$ cat config.mk
export PLATFORM = sky130hd
export DESIGN_NAME = bram_dp
export DESIGN_NICKNAME = d
export VERILOG_FILES = /design/src/rtl/bram_dp.sv
export SDC_FILE = /design/constraint.sdc
export NUM_CORES = 1
export LEC_CHECK = 0
export BUFFER_PORTS_ARGS = -buffer_cell sky130_fd_sc_hd__buf_2
export CAP_MARGIN = 20
export CORE_MARGIN = 3
export CORE_UTILIZATION = 45
export CTS_CLUSTER_SIZE = 10
export DETAILED_ROUTE_END_ITERATION = 6
export PLACE_DENSITY = 0.72
export REMOVE_ABC_BUFFERS = 1
export SLEW_MARGIN = 20
export SYNTH_ARGS = -nofsm -noshare
export SYNTH_HDL_FRONTEND = slang
export SYNTH_SLANG_ARGS = --single-unit
$ cat constraint.sdc
create_clock -name clk -period 3.6 [get_ports clk]
set_input_delay 0.54 -clock clk [delete_from_list [all_inputs] [get_ports clk]]
set_output_delay 0.54 -clock clk [all_outputs]
set_load 0.1 [all_outputs]
$ cat src/rtl/bram_dp.sv
`timescale 1ns/1ps
// bram_dp: simple-dual-port block RAM with byte-enable writes, a registered one-cycle read and a
// post-reset hardware clear of the whole array. Define BRAM_PARITY_EN for per-lane even parity.
module bram_dp #(
  parameter int unsigned ADDRESS_WIDTH = 6,
  parameter int unsigned DATA_WIDTH    = 8,
  parameter int unsigned RDW_MODE      = 0
) (
  input  logic                      clk,
  input  logic                      rst_n,
  input  logic                      wr_en,
  input  logic [ADDRESS_WIDTH-1:0]  wr_addr,
  input  logic [DATA_WIDTH-1:0]     wr_data,
  input  logic [DATA_WIDTH/8-1:0]   wr_be,
`ifdef BRAM_PARITY_EN
  input  logic                      wr_par_inject,
  output logic [DATA_WIDTH/8-1:0]   rd_par_err,
`endif
  input  logic                      rd_en,
  input  logic [ADDRESS_WIDTH-1:0]  rd_addr,
  output logic [DATA_WIDTH-1:0]     rd_data,
  output logic                      rd_valid,
  output logic                      init_busy
);

  localparam int unsigned DEPTH = 1 << ADDRESS_WIDTH;
  localparam int unsigned NB    = DATA_WIDTH / 8;

  typedef enum logic {
    ST_CLEAR,
    ST_READY
  } state_t;

  state_t                    state;
  state_t                    state_nxt;
  logic [ADDRESS_WIDTH-1:0]  clr_addr;
  logic [ADDRESS_WIDTH-1:0]  clr_addr_nxt;

  // Single internal write port shared by the clear sequence and user writes.
  logic [NB-1:0]             lane_we;
  logic [ADDRESS_WIDTH-1:0]  mem_waddr;
  logic [DATA_WIDTH-1:0]     mem_wdata;
  logic                      rd_accept;

  logic [DATA_WIDTH-1:0]     mem [DEPTH];
  logic [DATA_WIDTH-1:0]     old_word;
  logic [DATA_WIDTH-1:0]     merged_word;
  logic [DATA_WIDTH-1:0]     rd_word;
  logic                      collide;

  // ---------------------------------------------------------------------------
  // Control FSM: state register
  // ---------------------------------------------------------------------------
  // NOTE: sequential state uses non-blocking (<=) so every flop samples pre-edge values.
  always_ff @(posedge clk) begin
    if (!rst_n) begin
      state    <= ST_CLEAR;
      clr_addr <= '0;
    end else begin
      state    <= state_nxt;
      clr_addr <= clr_addr_nxt;
    end
  end

  // ---------------------------------------------------------------------------
  // Control FSM: next state and write-port steering
  // ---------------------------------------------------------------------------
  // NOTE: every output of this block gets a default first, so no path can infer a latch.
  always_comb begin
    state_nxt    = state;
    clr_addr_nxt = clr_addr;
    lane_we      = '0;
    mem_waddr    = wr_addr;
    mem_wdata    = wr_data;
    rd_accept    = 1'b0;
    unique case (state)
      ST_CLEAR: begin
        lane_we      = '1;
        mem_waddr    = clr_addr;
        mem_wdata    = '0;
        clr_addr_nxt = clr_addr + ADDRESS_WIDTH'(1);
        if (&clr_addr) state_nxt = ST_READY;
      end
      ST_READY: begin
        if (wr_en) lane_we = wr_be;
        rd_accept = rd_en;
      end
      default: state_nxt = ST_CLEAR;
    endcase
  end

  assign init_busy = (state == ST_CLEAR);

  // ---------------------------------------------------------------------------
  // Data array
  // ---------------------------------------------------------------------------
  // NOTE: the array has no reset branch so it maps onto block RAM; the clear FSM zeroes it instead.
  always_ff @(posedge clk) begin
    if (rst_n) begin
      for (int i = 0; i < NB; i++) begin
        if (lane_we[i]) mem[mem_waddr][8*i +: 8] <= mem_wdata[8*i +: 8];
      end
    end
  end

  // Write-first bypass: the word the array will hold after this edge's write.
  always_comb begin
    old_word    = mem[rd_addr];
    merged_word = old_word;
    for (int i = 0; i < NB; i++) begin
      if (lane_we[i]) merged_word[8*i +: 8] = mem_wdata[8*i +: 8];
    end
    collide = (|lane_we) && (mem_waddr == rd_addr);
    rd_word = (RDW_MODE == 1 && collide) ? merged_word : old_word;
  end

`ifdef BRAM_PARITY_EN
  // ---------------------------------------------------------------------------
  // Parity: one even-parity bit per lane, inverted on write when injection is requested
  // ---------------------------------------------------------------------------
  logic [NB-1:0] par_mem [DEPTH];
  logic [NB-1:0] par_wdata;
  logic [NB-1:0] old_par;
  logic [NB-1:0] rd_par;
  logic [NB-1:0] par_err_nxt;
  logic          inject;

  assign inject = (state == ST_READY) && wr_par_inject;

  always_comb begin
    par_wdata = '0;
    for (int i = 0; i < NB; i++) begin
      par_wdata[i] = (^mem_wdata[8*i +: 8]) ^ inject;
    end
  end

  always_ff @(posedge clk) begin
    if (rst_n) begin
      for (int i = 0; i < NB; i++) begin
        if (lane_we[i]) par_mem[mem_waddr][i] <= par_wdata[i];
      end
    end
  end

  always_comb begin
    old_par     = par_mem[rd_addr];
    rd_par      = old_par;
    par_err_nxt = '0;
    if (RDW_MODE == 1 && collide) begin
      for (int i = 0; i < NB; i++) begin
        if (lane_we[i]) rd_par[i] = par_wdata[i];
      end
    end
    for (int i = 0; i < NB; i++) begin
      par_err_nxt[i] = (^rd_word[8*i +: 8]) ^ rd_par[i];
    end
  end

  always_ff @(posedge clk) begin
    if (!rst_n) begin
      rd_par_err <= '0;
    end else if (rd_accept) begin
      rd_par_err <= par_err_nxt;
    end
  end
`endif

  // ---------------------------------------------------------------------------
  // Registered read port
  // ---------------------------------------------------------------------------
  always_ff @(posedge clk) begin
    if (!rst_n) begin
      rd_data  <= '0;
      rd_valid <= 1'b0;
    end else begin
      rd_valid <= rd_accept;
      if (rd_accept) rd_data <= rd_word;
    end
  end

endmodule

==> run summary <==
layout cells sized above 1: 24.42%
metal2 WL: 21.65 mm
min-delay src: rst_n
Crit. End Element: register
detailed-route via count: 10613
detailed-route DRC error count: 0
Highest Clock Rate: 0.3394 GHz
library cells used by synthesis: 45
Worst Tran Pin Value: 1.050 ns
initial antenna violation count: 1
RePlAce Congestion: 0.9106
worst r2r path cells: 5
Hold/Removal Path Class: primary input to register
Final Net Count: 1192
post-DP HPWL: 28.68 mm
final wirelength: 45.35 mm
Primary FF master, synth: edfxtp_1
Tot Pwr: 0.01233 W
row count: 78
startpoint types: register
Synth Warn #: 0
CP max-delay cell: dfxtp_1
drt via density: 5.841
endpoints failing setup: 0
most frequent cells in the layout: 512 x edfxtp_1, 104 x mux4_2, 72 x mux2i_1, 72 x nor2_1, 60 x buf_4
Max Cap Viol: 0
die area: 0.04879 mm²
met3 routed WL: 3.972 mm
Hold Path Cell Cnt: 2
CTS H-tree lvls: 2
status: finished clean
Max Transition Viols Final: 0
first-pass GRT wire length: 67.76 mm
Worst-path clk slew: 0.05 ns
ANT nets after route: 0
Lkg Pwr: 7.258 nW
Post-Syn Area per Cell: 19.64 µm²
reg-to-reg critical path startpoint: state
wire length on met1: 18.47 mm
crit path max fanout: 17
drt wl/cell: 24.96 µm
Yosys reg bits: 528
# Post-CTS Setup Buffers: 0
I/O pin cnt: 35
total congestion overflow: 0
ys async rst share: 0%
number of synthesized flops with an enable pin: 512
gr usage total: 18.36%
Core ar.: 0.04548 mm²
top cell type's share of synthesized area: 73.98%
CTS tree: yes
Netlist Area Pre-Place: 0.02078 mm²
Syn Inst Count: 1058
register area share after synthesis: 75.53%
post_cts resized: 0
Num CTS Buffers: 58
Worst R2R End: mem[62][3]
min cycle time layout: 2.947 ns
Worst EP required: 3.90 ns
area occupied by multi-input gates: 0.004787 mm²
Final Hold Fails: 0
Buffers on Ports: 34
post-placement cell area: 0.02204 mm²
Filler cells: 3586
Syn-to-layout area delta: 14.19%
Starting DRT DRC Count: 1107
die width: 220.9 µm
TritonCTS Sinks: 528
top sig layer: met4
period utilization: 81.85%
largest net degree at the start of global routing: 65
PD cells: 519.6 mW/mm²
Setup CP Type: register to register
Worst Setup SP: state
top cells by area, synth: edfxtp_1 74%, mux4_2 11%, mux2i_1 3.5%
leading area contributor after synthesis: edfxtp_1
starting density of the core: 45.69%
crit-path max cell delay: 0.71 ns
insertion delay to the later sink of the worst-skew pair: 0.59 ns
crit-path cells: nand2b_1 -> o21ai_0 -> nand3_1 -> nor2_1 -> buf_4
Slew HR: 30.01%
height of the chip: 220.9 µm
worst clock skew: 0.02090 ns
Hold EP: state
total iterations of the first detailed-routing run: 7
root buf cell: clkbuf_16
most common cell after layout, fill and taps aside: edfxtp_1
Design Area, Final: 0.02373 mm²
Worst R2R Setup Slack: 0.65 ns
vias in the first global route: 10723
VDD IR max: 0.0004456 V
cts hold-fix bufs: 0
unrepaired setup endpoints after global routing: false
Setup TNS: 0 ns
Clock Path Buffers: 3
Arr. time, crit path: 3.25 ns
register area: 0.01570 mm²
-- per-layer routing --
metal / vias to the layer above / GRT usage (%)
met2: 491 / 29.19
met5: - / 0
met1: 5481 / 26.22
met3: 101 / 3.383
li1: 4540 / -
met4: 0 / 5.526
-- per-stage QoR --
stage	util, %	instances	setup WS (ns)	hold WS [ns]
after detailed placement	48.46	1706	0.6275	0.5254
after floorplan	-	1004	0.9364	0.4870
after global placement	48.46	1706	0.6407	0.5184
after global routing	52.17	1816	0.4741	0.2947
after CTS	52.17	1816	0.6514	0.2857
final	52.18	1817	0.6533	0.3104
-- cells in the mapped netlist (7+ instances only) --
cell      instances
dfxtp_1          16
a22oi_1          21
buf_1             7
a221o_1           8
nand3_1          34
a21oi_1          15
and2_1           12
edfxtp_1        512
mux2_2           20
nor2_1           72
nand4_1          10
clkbuf_1         21
nor2b_1           8
o211ai_1          7
buf_2            17
mux4_2          104
nand2_1          52
mux2i_1          72
-- final cells by class --
type | instances | share of cell area, %
multi-input combinational | 473 | 20.17
clock buffer | 108 | 6.997
inverter | 3 | 0.04746
tap | 600 | 3.164
antenna | 1 | 0.01055
timing repair buffer | 102 | 3.343
clock inverter | 2 | 0.1213
sequential | 528 | 66.14
-- critical path, delay by kind of cell, from the launching register on --
family,cells,cell delay (ns)
AOI/OAI and AO/OA,1,0.47
DFF,1,0.71
buffers and inverters,1,0.24
and+or+nand+nor,3,1.22
-- state kept, by name, summed over array words and instances (netlist names) --
register,count
clr_addr,6
mem,512
rd_data,8
rd_valid,1
state,1
-- cells by family (layout without fill, tap and decap cells) --
family | count (synthesis) | in the layout | synth area share (%)
other cells | 0 | 1 | 0
simple gates | 200 | 200 | 4.323
fa+ha+maj | 1 | 1 | 0.06020
flops | 528 | 528 | 75.53
mux | 197 | 197 | 15.95
compound gates | 72 | 72 | 2.529
buf+inv | 57 | 215 | 1.487
xor+xnor | 3 | 3 | 0.1265
-- report_power, final --
part | internal (W) | leakage, nW | switching, W
combinational | 0.000150 | 2.02 | 0.000227
sequential | 0.00666 | 4.44 | 0.00000872
clock | 0.00307 | 0.799 | 0.00221
-- how the worst max path moves through the flow --
stage | slack, ns | end | depth (start not counted)
global route | 0.47 | mem[62][3] | 5
CTS | 0.65 | mem[62][3] | 5
global placement | 0.64 | rd_data[2] | 5
floorplan | 0.94 | mem[13][0] | 5
detailed placement | 0.63 | rd_data[6] | 5
finish | 0.65 | mem[62][3] | 5
Power figures use the tool's default switching activity.
